==> src/rtl/cpu_cache_dm_if.sv <==
// cpu_cache_dm_if: CPU-side request/response and backing-memory signals for the cache.
interface cpu_cache_dm_if #(
    parameter int ADDR_W = 8,
    parameter int DATA_W = 8
);
    logic              rd_en;
    logic              wr_en;
    logic              flush;
    logic [ADDR_W-1:0] addr;
    logic [DATA_W-1:0] data;
    logic [DATA_W-1:0] out_data;
    logic              rd_valid;
    logic              busy;
    logic              mem_req;
    logic              mem_we;
    logic [ADDR_W-1:0] mem_addr;
    logic [DATA_W-1:0] mem_wdata;
    logic              mem_ack;
    logic [DATA_W-1:0] mem_rdata;
    logic [15:0]       hit_cnt;
    logic [15:0]       miss_cnt;

    modport slave (
        input  rd_en, wr_en, flush, addr, data, mem_ack, mem_rdata,
        output out_data, rd_valid, busy, mem_req, mem_we, mem_addr, mem_wdata, hit_cnt, miss_cnt
    );
    modport master (
        output rd_en, wr_en, flush, addr, data, mem_ack, mem_rdata,
        input  out_data, rd_valid, busy, mem_req, mem_we, mem_addr, mem_wdata, hit_cnt, miss_cnt
    );
endinterface

==> src/rtl/cpu_cache_dm.sv <==
// cpu_cache_dm: direct-mapped, one-word-per-line, write-through no-allocate cache
// with a request/acknowledge backing-memory port and saturating hit/miss counters.
module cpu_cache_dm #(
    parameter int ADDR_W = 8,
    parameter int DATA_W = 8,
    parameter int IDX_W  = 2
) (
    input  logic                 clk,
    input  logic                 rst,
    cpu_cache_dm_if.slave        bus
);
    localparam int TAG_W = ADDR_W - IDX_W;
    localparam int LINES = 2 ** IDX_W;

    localparam logic [1:0] IDLE   = 2'd0;
    localparam logic [1:0] MEM_RD = 2'd1;
    localparam logic [1:0] MEM_WR = 2'd2;
    localparam logic [1:0] RESP   = 2'd3;

    logic [1:0]        r_state;
    logic              r_busy;
    logic [LINES-1:0]  r_valid;
    logic [TAG_W-1:0]  r_tag  [LINES];
    logic [DATA_W-1:0] r_data [LINES];
    logic [DATA_W-1:0] r_out_data;
    logic              r_rd_valid;
    logic              r_mem_req;
    logic              r_mem_we;
    logic [ADDR_W-1:0] r_mem_addr;
    logic [DATA_W-1:0] r_mem_wdata;
    logic [15:0]       r_hit_cnt;
    logic [15:0]       r_miss_cnt;

    logic [IDX_W-1:0]  w_idx;
    logic [TAG_W-1:0]  w_tag;
    logic              w_hit;
    logic [IDX_W-1:0]  w_fidx;
    logic              w_fill;
    logic              w_wr_hit;

    assign w_idx    = bus.addr[IDX_W-1:0];
    assign w_tag    = bus.addr[ADDR_W-1:IDX_W];
    assign w_hit    = r_valid[w_idx] && (r_tag[w_idx] == w_tag);
    assign w_fidx   = r_mem_addr[IDX_W-1:0];
    assign w_fill   = (r_state == MEM_RD) && bus.mem_ack;
    assign w_wr_hit = (r_state == IDLE) && !bus.flush && bus.wr_en && w_hit;

    always_ff @(posedge clk or negedge rst) begin
        if (!rst) begin
            r_state     <= IDLE;
            r_busy      <= 1'b0;
            r_valid     <= '0;
            r_out_data  <= '0;
            r_rd_valid  <= 1'b0;
            r_mem_req   <= 1'b0;
            r_mem_we    <= 1'b0;
            r_mem_addr  <= '0;
            r_mem_wdata <= '0;
            r_hit_cnt   <= '0;
            r_miss_cnt  <= '0;
        end else begin
            r_rd_valid <= 1'b0;
            case (r_state)
                IDLE: begin
                    if (bus.flush) begin
                        r_valid <= '0;
                    end else if (bus.wr_en) begin
                        r_mem_req   <= 1'b1;
                        r_mem_we    <= 1'b1;
                        r_mem_addr  <= bus.addr;
                        r_mem_wdata <= bus.data;
                        r_state     <= MEM_WR;
                        r_busy      <= 1'b1;
                    end else if (bus.rd_en && w_hit) begin
                        r_rd_valid <= 1'b1;
                        r_out_data <= r_data[w_idx];
                        r_hit_cnt  <= (r_hit_cnt == 16'hFFFF) ? r_hit_cnt : r_hit_cnt + 16'd1;
                    end else if (bus.rd_en) begin
                        r_miss_cnt <= (r_miss_cnt == 16'hFFFF) ? r_miss_cnt : r_miss_cnt + 16'd1;
                        r_mem_req  <= 1'b1;
                        r_mem_we   <= 1'b0;
                        r_mem_addr <= bus.addr;
                        r_state    <= MEM_RD;
                        r_busy     <= 1'b1;
                    end
                end
                MEM_RD: begin
                    if (bus.mem_ack) begin
                        r_valid[w_fidx] <= 1'b1;
                        r_out_data      <= bus.mem_rdata;
                        r_rd_valid      <= 1'b1;
                        r_mem_req       <= 1'b0;
                        r_state         <= RESP;
                    end
                end
                MEM_WR: begin
                    if (bus.mem_ack) begin
                        r_mem_req <= 1'b0;
                        r_mem_we  <= 1'b0;
                        r_state   <= IDLE;
                        r_busy    <= 1'b0;
                    end
                end
                default: begin
                    r_state <= IDLE;
                    r_busy  <= 1'b0;
                end
            endcase
        end
    end

    // Tags and data carry no reset; the valid bits alone decide residency.
    always_ff @(posedge clk) begin
        if (w_fill) begin
            r_tag[w_fidx]  <= r_mem_addr[ADDR_W-1:IDX_W];
            r_data[w_fidx] <= bus.mem_rdata;
        end else if (w_wr_hit) begin
            r_data[w_idx] <= bus.data;
        end
    end

    assign bus.out_data  = r_out_data;
    assign bus.rd_valid  = r_rd_valid;
    assign bus.busy      = r_busy;
    assign bus.mem_req   = r_mem_req;
    assign bus.mem_we    = r_mem_we;
    assign bus.mem_addr  = r_mem_addr;
    assign bus.mem_wdata = r_mem_wdata;
    assign bus.hit_cnt   = r_hit_cnt;
    assign bus.miss_cnt  = r_miss_cnt;
endmodule

==> src/flat_wrapper.sv <==
// flat-port wrapper written by rule: the top's interface ports become plain ports
module cpu_cache_dm_flat 
#(
    parameter int ADDR_W = 8,
    parameter int DATA_W = 8,
    parameter int IDX_W  = 2
)
  (clk, rst, bus_rd_en, bus_wr_en, bus_flush, bus_addr, bus_data, bus_mem_ack, bus_mem_rdata, bus_out_data, bus_rd_valid, bus_busy, bus_mem_req, bus_mem_we, bus_mem_addr, bus_mem_wdata, bus_hit_cnt, bus_miss_cnt);
  cpu_cache_dm_if #(.ADDR_W(ADDR_W), .DATA_W(DATA_W)) bus_i ();
  input  logic clk;
  input  logic rst;
  input wire logic [$bits(bus_i.rd_en)-1:0] bus_rd_en;
  input wire logic [$bits(bus_i.wr_en)-1:0] bus_wr_en;
  input wire logic [$bits(bus_i.flush)-1:0] bus_flush;
  input wire logic [$bits(bus_i.addr)-1:0] bus_addr;
  input wire logic [$bits(bus_i.data)-1:0] bus_data;
  input wire logic [$bits(bus_i.mem_ack)-1:0] bus_mem_ack;
  input wire logic [$bits(bus_i.mem_rdata)-1:0] bus_mem_rdata;
  output wire logic [$bits(bus_i.out_data)-1:0] bus_out_data;
  output wire logic [$bits(bus_i.rd_valid)-1:0] bus_rd_valid;
  output wire logic [$bits(bus_i.busy)-1:0] bus_busy;
  output wire logic [$bits(bus_i.mem_req)-1:0] bus_mem_req;
  output wire logic [$bits(bus_i.mem_we)-1:0] bus_mem_we;
  output wire logic [$bits(bus_i.mem_addr)-1:0] bus_mem_addr;
  output wire logic [$bits(bus_i.mem_wdata)-1:0] bus_mem_wdata;
  output wire logic [$bits(bus_i.hit_cnt)-1:0] bus_hit_cnt;
  output wire logic [$bits(bus_i.miss_cnt)-1:0] bus_miss_cnt;
  assign bus_i.rd_en = bus_rd_en;
  assign bus_i.wr_en = bus_wr_en;
  assign bus_i.flush = bus_flush;
  assign bus_i.addr = bus_addr;
  assign bus_i.data = bus_data;
  assign bus_i.mem_ack = bus_mem_ack;
  assign bus_i.mem_rdata = bus_mem_rdata;
  assign bus_out_data = bus_i.out_data;
  assign bus_rd_valid = bus_i.rd_valid;
  assign bus_busy = bus_i.busy;
  assign bus_mem_req = bus_i.mem_req;
  assign bus_mem_we = bus_i.mem_we;
  assign bus_mem_addr = bus_i.mem_addr;
  assign bus_mem_wdata = bus_i.mem_wdata;
  assign bus_hit_cnt = bus_i.hit_cnt;
  assign bus_miss_cnt = bus_i.miss_cnt;
  cpu_cache_dm #(.ADDR_W(ADDR_W), .DATA_W(DATA_W), .IDX_W(IDX_W)) u_core (.clk(clk), .rst(rst), .bus(bus_i));
endmodule
==> config.mk <==
export PLATFORM = sky130hd
export DESIGN_NAME = cpu_cache_dm_flat
export DESIGN_NICKNAME = d
export VERILOG_FILES = /design/src/rtl/cpu_cache_dm_if.sv /design/src/rtl/cpu_cache_dm.sv /design/src/flat_wrapper.sv
export SDC_FILE = /design/constraint.sdc
export NUM_CORES = 1
export LEC_CHECK = 0
export BUFFER_PORTS_ARGS = -buffer_cell sky130_fd_sc_hd__buf_2
export CAP_MARGIN = 10
export CORE_MARGIN = 10
export CORE_UTILIZATION = 55
export CTS_CLUSTER_DIAMETER = 80
export DETAILED_ROUTE_END_ITERATION = 10
export MAX_ROUTING_LAYER = met4
export PLACE_DENSITY_LB_ADDON = 0.08
export SYNTH_ARGS = -nofsm -noshare
export SYNTH_HDL_FRONTEND = slang
export SYNTH_SLANG_ARGS = --single-unit
==> constraint.sdc <==
create_clock -name clk -period 3.7 [get_ports clk]
set_clock_uncertainty 0.15 [all_clocks]
set_input_delay 0.185 -clock clk [delete_from_list [all_inputs] [get_ports clk]]
set_output_delay 0.185 -clock clk [all_outputs]
set_load 0.01 [all_outputs]
# Word-level counts from Yosys, hierarchy flattened
# Memory sizes are Yosys's and may differ from the RTL's.
# Index checks and enable logic that the tools add are counted.
[word_totals]
n_memories = 2
ramBits = 56
word_cells = 112
ff_bits = 66
[op_classes]
n_reduce_logical = 25
eq_ne = 15
n_mux = 47
bitwise = 7
addsub = 2
magnitude_cmp = 3
[memory_table]
columns = ["name", "words", "width", "read_ports", "rd_ports_with_merged_regs", "wr", "line", "rtl"]
rows = [
  ["u_core.r_data", 4, 8, 1, 0, 1, "cpu_cache_dm.sv:24", "logic [DATA_W-1:0] r_data [LINES];"],
  ["u_core.r_tag", 4, 6, 1, 0, 1, "cpu_cache_dm.sv:23", "logic [TAG_W-1:0] r_tag [LINES];"],
]
[ops]
columns = ["cell", "n"]
rows = [
  ["8-bit two-way mux", 8],
  ["16-bit by 1-bit adder with 16-bit output, second input constant", 2],
  ["16-bit == test, second input constant", 2],
  ["5-bit AND reduction", 6],
  ["1-bit two-way mux", 21],
  ["8-bit case mux with 2 select lines", 1],
  ["2-bit two-way mux", 7],
  ["2-bit inequality test, second input constant", 7],
  ["4-bit two-way mux", 2],
  ["4-bit case mux with 2 select lines", 1],
  ["2-bit nonzero test", 4],
  ["8-bit OR reduction", 1],
  ["1-bit logical AND", 7],
  ["6-bit == test", 1],
  ["2-bit by 3-bit less-than comparator with 1-bit output, second input constant", 2],
  ["3-bit inequality test, second input constant", 2],
  ["1-bit inverter", 6],
  ["1-bit case mux with 2 select lines", 3],
  ["2-bit case mux with 3 select lines", 1],
  ["3-bit AND reduction", 2],
  ["6-bit AND reduction", 1],
  ["4-bit bitwise OR", 1],
  ["4-bit AND reduction", 1],
  ["1-bit case mux with 3 select lines", 1],
  ["9 further kinds", 9],
]

# Logic depth before layout (Yosys ltp)
# Gate-level depths: netlist of run 1.
[depth]
depth_word = 9
depth_mapped = 10

# Least setup slack after synthesis of run 1
# OpenSTA, ideal clock, no wires.
[synth_path]
kind = "register to register"
startpoint = "memory u_core.r_tag[3][5] in the netlist's numbering"
endpoint = "memory u_core.r_data[0][1], data pin"
setup_time_ns = 0.264
arrival_time_ns = 2.170
period_less_slack_ns = 2.585
slack_ns = 1.115
path_stages_with_launch = 9
path_cell_list = "edfxtp_1 -> mux4_2 -> xor2_1 -> a21oi_2 -> nand2_2 -> or2_4 -> nor3_4 -> buf_6 -> mux2_4"
[synth_between]
elab_chain_cells = 9
[synth_lines]
columns = ["element", "line", "rtl"]
rows = [
  ["start: declaration", "cpu_cache_dm.sv:23", ""],
  ["memory 4 x 6 bit", "--", ""],
  ["6-bit == test", "cpu_cache_dm.sv:43", "assign w_hit = r_valid[w_idx] && (r_tag[w_idx] == w_tag);"],
  ["1-bit logical AND", "cpu_cache_dm.sv:43", ""],
  ["1-bit logical AND", "cpu_cache_dm.sv:46", "assign w_wr_hit = (r_state == IDLE) && !bus.flush && bus.wr_en && w_hit;"],
  ["1-bit two-way mux", "cpu_cache_dm.sv:117", "end else if (w_wr_hit) begin"],
  ["1-bit two-way mux", "cpu_cache_dm.sv:114", "if (w_fill) begin"],
  ["1-bit two-way mux (implied by the code)", "cpu_cache_dm.sv:118", "r_data[w_idx] <= bus.data;"],
  ["8-bit OR reduction (no line)", "--", ""],
  ["8-bit two-way mux (no line)", "--", ""],
  ["end: declaration", "cpu_cache_dm.sv:24", ""],
]
# Every way passes these cells.

# Worst setup path in the final report of run 1
[layout_path]
startpoint = "register u_core.r_state[0]"
endpoint = "register u_core.r_hit_cnt[6] (netlist: u_core.bus.hit_cnt[6])"
[layout_between]
elab_chain_cells = 2
[layout_lines]
columns = ["element", "line", "rtl"]
rows = [
  ["start: declaration", "cpu_cache_dm.sv:20", "logic [1:0] r_state;"],
  ["start signal: assignment", "cpu_cache_dm.sv:50", "r_state <= IDLE;"],
  ["start signal: assignment", "cpu_cache_dm.sv:72", "r_state <= MEM_WR;"],
  ["start signal: assignment", "cpu_cache_dm.sv:83", "r_state <= MEM_RD;"],
  ["2-bit logical NOT", "cpu_cache_dm.sv:63", "case (r_state)"],
  ["5-bit AND reduction (no line)", "--", ""],
  ["end signal: assignment", "cpu_cache_dm.sv:77", "r_hit_cnt <= (r_hit_cnt == 16'hFFFF) ? r_hit_cnt : r_hit_cnt + 16'd1;"],
  ["end: declaration", "cpu_cache_dm.sv:31", "logic [15:0] r_hit_cnt;"],
]
# Every way passes these cells.
# A chain may end at the register's enable or synchronous reset.

==> results of run 1 <==
## registers in the layout, summed over array words and instances (netlist names)
signal,cells
u_core.bus.out_data,8
u_core.bus.busy,1
u_core.bus.mem_we,1
u_core.r_valid,4
u_core.bus.miss_cnt,16
u_core.bus.rd_valid,1
u_core.r_data,32
u_core.bus.mem_req,1
u_core.bus.mem_addr,8
u_core.r_tag,24
u_core.bus.mem_wdata,8
u_core.bus.hit_cnt,16
u_core.r_state,2
## metal layers
metal	up-vias	part of all wire (%)	GRT usage (%)
li1	1715	-	-
met2	104	49	29.4
met5	-	0	-
met4	0	1.8	6.33
met1	1828	44	22.2
met3	29	5.3	5.77
## final timing paths
| kind | slack [ps] | cells after the start | to | start |
|---|---|---|---|---|
| setup reg to reg | 640 | 8 | u_core.bus.hit_cnt[6] | u_core.r_state[0] |
| min in group clk | 120 | 2 | u_core.bus.mem_addr[1] | bus_addr[1] |
| hold reg to reg | 340 | 1 | u_core.bus.hit_cnt[10] | u_core.bus.hit_cnt[10] |
| max in group asynchronous | 2430 | 3 | u_core.bus.busy | rst |
| setup / recovery | 640 | 8 | u_core.bus.hit_cnt[6] | u_core.r_state[0] |
| hold / removal | -3 | 2 | u_core.bus.mem_addr[2] | rst |
## worst max-delay path, delay by kind of cell, from the launching register on
family                     cells  cell delay [ps]
adders and majority gates      1              370
DFF                            1              400
buffers and inverters          1               90
xor gates and xnor gates       1              230
AOI/OAI and AO/OA              1              280
and+or+nand+nor                4             1440
## power groups by stage
stage	clock network [mW]	registers, mW	logic, mW
5_1_grt	1.84	1.97	1.16
6_report	1.75	1.93	1.05
3_3_place_gp	0	1.93	1.01
4_1_cts	1.78	1.93	1.07
3_5_place_dp	0	1.95	1.04
2_1_floorplan	0	1.97	0.609
## cell usage after synthesis, types with 6 or more instances
master	instances
nand2_1	16
and3_1	7
xnor2_1	18
nor3_1	11
nand4_1	11
nor2_1	16
mux2i_1	13
inv_1	8
mux2_2	37
xor2_1	17
edfxtp_1	56
a21oi_1	7
clkbuf_1	7
dfrtp_1	66
mux4_2	9
nor4_1	6
mux2_4	6
nand3_1	13
nand2b_1	7
## logic make-up after synthesis
group                      count (synthesis)  share of synthesized area, %
and+or+nand+nor                          107                          10.7
buffers and inverters                     25                          2.20
AOI/OAI and AO/OA                         34                          4.93
muxes                                     65                          15.2
adders and majority gates                  5                          1.13
xor gates and xnor gates                  35                          5.55
DFF                                      122                          60.3
## repair_timing
action,CTS,global route
hold endpoints to repair,80,0
setup buffers,0,0
endpoints found under the setup margin,0,0
hold buffers,27,0
## through the flow
| step | cell area (µm²) | setup WS [ps] |
|---|---|---|
| 6_report | 7000 | 645 |
| 5_1_grt | 7000 | 399 |
| 4_1_cts | 7000 | 675 |
| 3_5_place_dp | 6110 | 599 |
| 3_3_place_gp | 6110 | 654 |
| 2_1_floorplan | 5530 | 1120 |
## final cells by class
| type | instances | share of cell area (%) |
|---|---|---|
| repair buffers | 124 | 11.1 |
| clock buffers | 23 | 6.52 |
| clock inverters | 9 | 2.39 |
| well taps | 133 | 2.38 |
| inverters | 8 | 0.429 |
| flip-flops and latches | 122 | 47.6 |
| multi-input cells | 246 | 29.6 |
==> results by group, run 1 <==
Cells and area
  – Syn-to-layout area delta: 26.7%
  – Post-layout util: 71.6%
  – Layout cells sized above 1: between 30% and 40%
  – Final #Nets: ~550
  – Highest-count cells in the layout ignoring fill and taps: buf_2, dfrtp_1, edfxtp_1
  – Non-Filler Instances: ~670
  – Multi-input logic area: 0.00207 mm²
  – Commonest non-fill, non-tap cell in the layout: buf_2
  – Antenna Diode Count: 0
  – Seq. cell area: about 0.0033 mm²
  – Fillers: 680

Power and ir drop
  – Clock power share: 37.0%
  – Sequential group share of total power: between 40% and 50%
  – Final Power: 4.74 mW
  – Sw Pwr: 1.32 mW
  – Leakage: 3.07 nW
  – Net Sw Frac: approximately 28%
  – Internal Pwr Total: 3.42 mW
  – P per Cell Area: 676 mW/mm²
  – Logic pwr share: 22.3%
  – Max IR drop VDD: 0.000380 V

Drt
  – Antenna Nets Post-Route: 0
  – DR iter-0 viols: 297
  – Via density per instance: 5.53
  – Routed WL: approximately 13,000 µm
  – Routed vias: 3,676
  – Wirelength per Cell: 18.9 µm
  – # DRC: 0
  – DR pass1 iterations: 4

Timing
  – Setup TNS Final: 0 ps
  – Slew @ Worst Pin: 1010 ps
  – Final setup fails: 0
  – Max-slew violation count: 0
  – Min Tclk post-route: 3060 ps
  – Peak Freq: 0.327 GHz
  – Endpoints failing hold: 1
  – Worst hold margin: -3.27 ps
  – Worst slew margin: 32.1%
  – Final worst path period share: slightly above 80%
  – Unrepaired setup endpoints after global routing: no

Placed design
  – GPL Wtd Cong: 0.799
  – Detailed Place HPWL: around 8400 µm
  – Dpl cells: 606
  – Port Buffers: a little under 90

Clock tree
  – Clock sinks: 122
  – Htree depth: 4
  – CTS tree: done
  – Resized Gates After CTS: 0
  – CTS clk-pin slew, worst paths: 60 ps
  – CTS root buf: clkbuf_8
  – CTS buffer count: 17
  – Clk buf depth: 2
  – Clk Latency, worst-skew pair: around 520 ps

Synth
  – Synth area leader: edfxtp_1
  – FFs w/ async S/R, synth: 54.1%
  – Ys flop type: dfrtp_1
  – Synthesized cell area: ~0.0055 mm²
  – Synth area leaders: edfxtp_1, dfrtp_1, mux2_2
  – Mean Syn Cell Area: 14.1 µm²
  – Post-Syn Nets: 428
  – Post-synth EDFFs: 56
  – Netlist cell types: 52
  – Synth top area share: 30.4%
  – Sequential share of the synthesized area: 60.3%
  – Synth Register Bits: 122
  – Cells after synthesis: just under 400
  – Ys Warns: 0

Critical path
  – CP endpoint kind: flip-flop
  – CP Class: flip-flop to flip-flop
  – Startpoint Class: flip-flop
  – Slowest CP cell: nor3_4
  – CP cell instances: inv_1, ha_1, nor2b_1, nand3_1, a41o_1, nor3_4, nand3_1, xnor2_1
  – CP arrival: between 3000 and 4000 ps
  – Max stage delay on crit path: 500 ps
  – Critical Path Most Common Cell: nand3_1
  – CP Max Fanout: 16
  – Data required, critical path: 3980 ps

GRT
  – Remaining global-route overflow: 0
  – Largest net degree at the start of global routing: 48
  – Initial antenna violation count: 0
  – Vias in the first global route: 4,000
  – Gr usage total: 18.6%
  – First-pass GRT wire length: between 20,000 and 25,000 µm

Floorplanning
  – I/O Pins: 90
  – DIE AREA: ~0.014 mm²
  – Die width: 120 µm
  – Initial Utilization: a little under three fifths
  – Cell Rows: 36
  – CORE AREA: 0.00977 mm²
  – Die Ht: 120 µm

Status
  – Outcome: finished, violations left
  – Violated checks: negative hold slack

Job
  – Max_cap viols: 0

Hold path
  – Min-Delay Path Class: input pin to async pin
Power figures use the tool's default switching activity.
==> inputs of run 2 (changes only) <==
- ABC_AREA: not set -> 1
- clock period: 3.7 -> 3.1 ns (I/O delays scaled with it)
==> results by group, run 2 <==
Floorplanning
  – Cell Rows: 37 (+2.8%)
  – I/O Pins: 90 (unchanged)
  – Die width: 124 µm (+3.1%)
  – Die Ht: 124 µm (+3.1%)
  – DIE AREA: 0.0154 mm² (+6.2%)
  – Initial Utilization: 57.0% (+0.47 points)
  – CORE AREA: 0.0104 mm² (+6.6%)

Clock tree
  – Hold Buf Count CTS: 29 (+7.4%)
  – Clk Latency, worst-skew pair: 520 ps (about the same)
  – Resized Gates After CTS: 0 (unchanged)
  – Clk buf depth: 2 (unchanged)
  – Clock sinks: 122 (unchanged)
  – CTS root buf: clkbuf_8
  – CTS tree: done
  – CTS buffer count: 17 (unchanged)
  – Htree depth: 4 (unchanged)
  – CTS clk-pin slew, worst paths: 60 ps (about the same)
  – Setup bufs post-CTS: 0 (unchanged)

Drt
  – Met2 WL: 7220 µm (+17%)
  – DR iter-0 viols: 380 (+28%)
  – Via density per instance: 5.44 (-1.5%)
  – Routed vias: 5,106 (+39%)
  – Met1 Wirelength: 6690 µm (+22%)
  – Routed wl met3: 767 µm (+16%)
  – Antenna Nets Post-Route: 0 (unchanged)
  – Top Layer Used: met4
  – Routed WL: 14,900 µm (+19%)
  – DR pass1 iterations: 5 (+1)
  – Wirelength per Cell: 15.9 µm (-16%)
  – # DRC: 0 (unchanged)

Placed design
  – Worst slack at placement: 420 ps (-179 ps)
  – Port Buffers: 89 (unchanged)
  – GPL Wtd Cong: 0.896 (+12%)
  – Detailed Place HPWL: 10,100 µm (+20%)

Critical path
  – Critical R2R Launch: u_core.r_state[1]
  – CP Max Fanout: 16 (unchanged)
  – CP arrival: 2830 ps (-510 ps)
  – Setup crit start: bus_addr[1]
  – Register-to-Register Path Depth: 8 (unchanged)
  – CP endpoint: u_core.bus.mem_req
  – Startpoint Class: input pin
  – Reg2reg setup slack: 580 ps (-60 ps)
  – CP endpoint kind: flip-flop
  – Data required, critical path: 3340 ps (-640 ps)
  – R2R Path End: u_core.r_data[3][2]
  – CP Class: input pin to flip-flop

Cells and area
  – Top Registers: u_core.r_data x32, u_core.r_tag x24
  – Biggest register: u_core.r_data
  – Highest-count cells in the layout ignoring fill and taps: nand2_1, buf_2, dfrtp_1
  – Layout cells sized above 1: 19.0% (-17 points)
  – Antenna Diode Count: 0 (unchanged)
  – Max reg flops: 32 (unchanged)
  – Syn-to-layout area delta: 25.1%
  – Fillers: 804 (+18%)
  – Final #Nets: 824 (+49%)
  – Commonest non-fill, non-tap cell in the layout: nand2_1

GRT
  – Largest net degree at the start of global routing: 44 (-8.3%)
  – Remaining global-route overflow: 0 (unchanged)
  – Vias in the first global route: 5,017 (+25%)
  – First-pass GRT wire length: 24,500 µm (+19%)
  – Gr usage total: 20.6% (+2.1 points)
  – Initial antenna violation count: 0 (unchanged)

Job
  – Max_cap viols: 0 (unchanged)

Power and ir drop
  – Max IR drop VDD: 0.000411 V (+8.1%)
  – Leakage: 3.43 nW (+12%)
  – P per Cell Area: 756 mW/mm² (+12%)

Synth
  – Synthesized cell area: 0.00594 mm² (+7.4%)
  – Synth Register Bits: 122 (unchanged)
  – Mean Syn Cell Area: 9.01 µm² (-36%)
  – Synth cell count leaders: nand2_1, dfrtp_1, nand3_1, inv_1, edfxtp_1
  – Ys flop type: dfrtp_1
  – Count leader, synth: nand2_1
  – Synth top area share: 28.3% (-2.1 points)
  – Cells after synthesis: 659 (+68%)
  – Post-Syn Nets: 694 (+62%)
  – Sequential share of the synthesized area: 56.1% (-4.2 points)
  – Synth area leaders: edfxtp_1, dfrtp_1, nand2_1
  – FFs w/ async S/R, synth: 54.1% (unchanged)
  – Synth area leader: edfxtp_1
  – Netlist cell types: 33 (-37%)
  – Ys Warns: 0 (unchanged)
  – Post-synth EDFFs: 56 (unchanged)

Timing
  – Setup ws final: 517 ps (-127 ps)
  – Worst slew margin: 31.4% (-0.76 points)
  – Unrepaired setup endpoints after global routing: no
  – Min Tclk post-route: 2580 ps
  – Endpoints failing hold: 0 (-1)
  – Max-slew violation count: 0 (unchanged)
  – Peak Freq: 0.387 GHz
  – Slew @ Worst Pin: 1030 ps (+15.1 ps)
  – Final worst path period share: 83.3%
  – Final setup fails: 0 (unchanged)
  – Setup TNS Final: 0 ps (unchanged)

Status
  – Outcome: finished clean

Hold path
  – Hold path depth: 4
  – Min-Delay Path Class: input pin to flip-flop
==> run 2: logic make-up after synthesis <==
logic type / synth area share [%]
xor gates and xnor gates: 3.83
DFF: 56.1
buffers and inverters: 6.49
AOI/OAI and AO/OA: 8.17
and+or+nand+nor: 24.3
adders and majority gates: 1.05
==> run 2: worst max-delay path, stage by stage <==
cell           delay [ps]
dlygate4sd3_1         530
buf_2                 130
inv_2                 240
nand3_1               160
nand3_1               110
nand2_1                60
nor2_1                120
nand2_2               110
nor2_4                120
buf_4                 200
nand3_2               150
nand3_1               120
nand2_1                60
dlygate4sd3_1         560
==> run 2: metrics by stage <==
step	instances	utilization [%]	cell area, µm²	hold WS [ps]	power, mW
floorplan	659	-	5940	-291	3.10
global placement	877	62.8	6540	237	3.59
detailed placement	877	62.8	6540	242	3.63
CTS	938	71.3	7430	34.3	5.63
global route	938	71.3	7430	111	5.92
finish	938	71.3	7430	58.7	5.62
==> run 2: worst min path at each step <==
stage,endpoint,from
final,u_core.bus.mem_addr[0],bus_addr[0]
after global routing,u_core.bus.mem_addr[0],bus_addr[0]
after detailed placement,u_core.bus.miss_cnt[4],rst
after CTS,u_core.bus.mem_addr[0],bus_addr[0]
after floorplan,u_core.bus.busy,rst
after global placement,u_core.bus.miss_cnt[3],rst
==> run 2: final cells by class <==
cell class	instances	area, µm²	area share, %
Clock buffer	23	488	6.57
Inverter	61	229	3.08
Clock inverter	9	109	1.47
Timing Repair Buffer	137	878	11.8
Sequential cell	122	3330	44.9
Multi-Input combinational cell	450	2220	29.9
Tap cell	136	170	2.29
==> run 2: metal layers <==
metal / up-vias / global-route usage, %
li1: 2469 / -
met1: 2441 / 26.4
met2: 168 / 32.2
met3: 28 / 3.71
met4: 0 / 7.99
met5: - / -
==> run 2: power breakdown <==
group | switching [mW] | leakage (nW) | internal [mW]
clock network | 0.698 | 0.295 | 1.26
logic | 0.875 | 1.78 | 0.522
registers | 0.216 | 1.36 | 2.04
total | 1.79 | 3.43 | 3.83
==> inputs of run 3 (changes only) <==
- CORE_UTILIZATION: 55 -> 52
- clock period: 3.1 -> 2.1 ns (I/O delays scaled with it)
==> results by group, run 3 (same netlist as run 2, synthesis figures left out) <==
Timing
  – Endpoints failing hold: 0 (unchanged)
  – Worst slew margin: 71.8% (+40 points)
  – Slew @ Worst Pin: 420 ps (-609 ps)
  – Max-slew violation count: 0 (unchanged)
  – Setup ws final: -156 ps (-674 ps)
  – Final setup fails: 48 (+48)
  – Peak Freq: 0.443 GHz
  – Min Tclk post-route: 2260 ps
  – Final worst path period share: 107%
  – Unrepaired setup endpoints after global routing: yes
  – Worst hold margin: 15.5 ps (-43.1 ps)

Power and ir drop
  – Logic pwr share: 28.6% (+3.7 points)
  – Internal Pwr Total: 6.49 mW (+70%)
  – Sequential group share of total power: 35.0% (-5.3 points)
  – Leakage: 3.77 nW (+10%)
  – Max IR drop VDD: 0.000800 V (+95%)
  – Final Power: 9.50 mW (+69%)
  – Clock power share: 36.4% (+1.5 points)
  – P per Cell Area: 1130 mW/mm² (+50%)
  – Net Sw Frac: 31.6% (-0.23 points)
  – Sw Pwr: 3.01 mW (+68%)

Floorplanning
  – Die width: 127 µm (+2.4%)
  – Cell Rows: 38 (+2.7%)
  – Initial Utilization: 53.8% (-3.2 points)
  – Die Ht: 127 µm (+2.4%)
  – DIE AREA: 0.0161 mm² (+4.8%)
  – CORE AREA: 0.0110 mm² (+5.9%)
  – I/O Pins: 90 (unchanged)

Placed design
  – Port Buffers: 89 (unchanged)
  – GPL Wtd Cong: 0.865 (-3.4%)
  – Detailed Place HPWL: 10,700 µm (+5.3%)
  – Worst slack at placement: -244 ps (-664 ps)

Drt
  – Via density per instance: 5.41 (-0.59%)
  – Routed vias: 5,298 (+3.8%)
  – # DRC: 0 (unchanged)
  – Wirelength per Cell: 17.3 µm (+8.6%)
  – Routed WL: 16,900 µm (+13%)
  – Antenna Nets Post-Route: 0 (unchanged)
  – DR pass1 iterations: 5 (unchanged)
  – DR iter-0 viols: 422 (+11%)

Cells and area
  – Layout cells sized above 1: 30.8% (+12 points)
  – Final #Nets: 860 (+4.4%)
  – Max reg flops: 32 (unchanged)
  – Highest-count cells in the layout ignoring fill and taps: nand2_1, buf_2, dfrtp_1
  – Commonest non-fill, non-tap cell in the layout: nand2_1
  – Syn-to-layout area delta: 41.4%
  – Top Registers: u_core.r_data x32, u_core.r_tag x24
  – Biggest register: u_core.r_data

Clock tree
  – CTS buffer count: 17 (unchanged)
  – CTS root buf: clkbuf_16
  – Htree depth: 4 (unchanged)
  – Clk buf depth: 2 (unchanged)
  – Clock sinks: 122 (unchanged)
  – Clk Latency, worst-skew pair: 420 ps (-100 ps)
  – CTS clk-pin slew, worst paths: 60 ps (about the same)
  – CTS tree: done

GRT
  – Remaining global-route overflow: 0 (unchanged)
  – Met3 Usage GRT: 5.29% (+1.6 points)
  – Vias in the first global route: 5,168 (+3.0%)
  – Met1 Usage GRT: 25.0% (-1.4 points)
  – Initial antenna violation count: 1 (+1)
  – Met2 Usage GRT: 32.5% (+0.29 points)
  – Gr usage total: 20.6% (-0.080 points)
  – First-pass GRT wire length: 26,000 µm (+5.7%)
  – Largest net degree at the start of global routing: 67 (+52%)
  – Gr busiest metal: met2

Job
  – Max_cap viols: 0 (unchanged)

Status
  – Violated checks: negative setup slack
  – Outcome: finished, violations left

Critical path
  – Startpoint Class: flip-flop
  – CP Max Fanout: 8 (-8)
  – CP arrival: 2210 ps (-620 ps)
  – CP endpoint kind: flip-flop
  – Data required, critical path: 2050 ps (-1290 ps)
  – Slowest CP cell: dfrtp_1
  – Critical Path Most Common Cell: nand2_2
  – CP cell instances: inv_2, nand2_2, o211ai_1, nand2_1, nand2_2, nor2_2, nand2_2, nor2_4, nand3_4, buf_12, nand2_4, nand3_4, nor2_4
  – CP Class: flip-flop to flip-flop
  – Max stage delay on crit path: 340 ps (-220 ps)

Hold path
  – Min-Delay Path Class: input pin to flip-flop
==> run 3: changes by cell type in the layout (fill, tap and decap cells not counted), sizes merged <==
| cell | before | now |
|---|---|---|
| buf | 108 | 143 |
| bufinv | 2 | 7 |
| inv | 65 | 61 |
| dlygate4sd3 | 29 | 26 |
| bufbuf | 0 | 1 |
| clkbuf | 23 | 22 |
| clkinv | 2 | 3 |
| clkinvlp | 1 | 2 |
| diode | 0 | 1 |
| nand2 | 178 | 179 |
==> run 3: stage by stage <==
stage | std cells | utilization [%] | cell area (µm²) | setup TNS (ps)
global route | 979 | 76.1 | 8400 | -12550
finish | 979 | 76.1 | 8400 | -4630
global placement | 909 | 62.4 | 6880 | -6820
detailed placement | 909 | 62.4 | 6880 | -8510
CTS | 974 | 72.9 | 8040 | -2080
floorplan | 659 | - | 6030 | -393
==> run 3: path summary, 6_finish.rpt <==
| kind | from | endpoint | slack [ps] | cells after the start |
|---|---|---|---|---|
| setup reg to reg | u_core.r_valid[3] | u_core.r_data[2][1] | -160 | 13 |
| min in group asynchronous | rst | u_core.bus.miss_cnt[4] | 70 | 3 |
| setup / recovery | u_core.r_valid[3] | u_core.r_data[2][1] | -160 | 13 |
| max in group asynchronous | rst | u_core.bus.mem_addr[2] | 1410 | 3 |
| hold reg to reg | u_core.bus.mem_req | u_core.bus.mem_req | 320 | 2 |
| hold / removal | bus_rd_en | u_core.bus.rd_valid | 20 | 4 |
==> run 3: area by class of cell <==
cell class	count	area [µm²]
clock inverters	12	244
clock buffers	20	457
diodes	1	2.50
inverters	61	231
multi-input cells	451	2650
fillers	778	2630
repair buffers	172	1300
well taps	140	175
flip-flops and latches	122	3330
==> run 3: power groups by stage <==
stage          logic, mW  clock network [mW]  registers (mW)
2_1_floorplan       1.22                   0            3.45
3_3_place_gp        2.25                   0            3.33
3_5_place_dp        2.31                   0            3.35
4_1_cts             2.45                3.48            3.32
5_1_grt             3.00                3.59            3.37
6_report            2.72                3.46            3.32
==> run 3: what timing repair did <==
item / in CTS / in global routing
hold buffers: 26 / 0
endpoints found under the hold margin: 123 / 0
gates cloned: 1 / 5
endpoints found under the setup margin: 44 / 118
pin swaps: 16 / 22
gates resized for setup: 26 / 90
setup buffers: 7 / 5
==> run 3: worst max-delay path: cells and delay by family, from the launching register on <==
kind	cells	cell delay [ps]
AOI/OAI and AO/OA	1	80
buffers and inverters	2	210
DFF	1	340
and+or+nand+nor	10	1140
==> run 3: metal layers <==
layer  wire [µm]  up-vias  share of wire, %
met5           0        -                 0
li1            -     2540                 -
met4         348        0               2.1
met3         956       35               5.7
met2        8600      188                51
met1        6990     2535                41
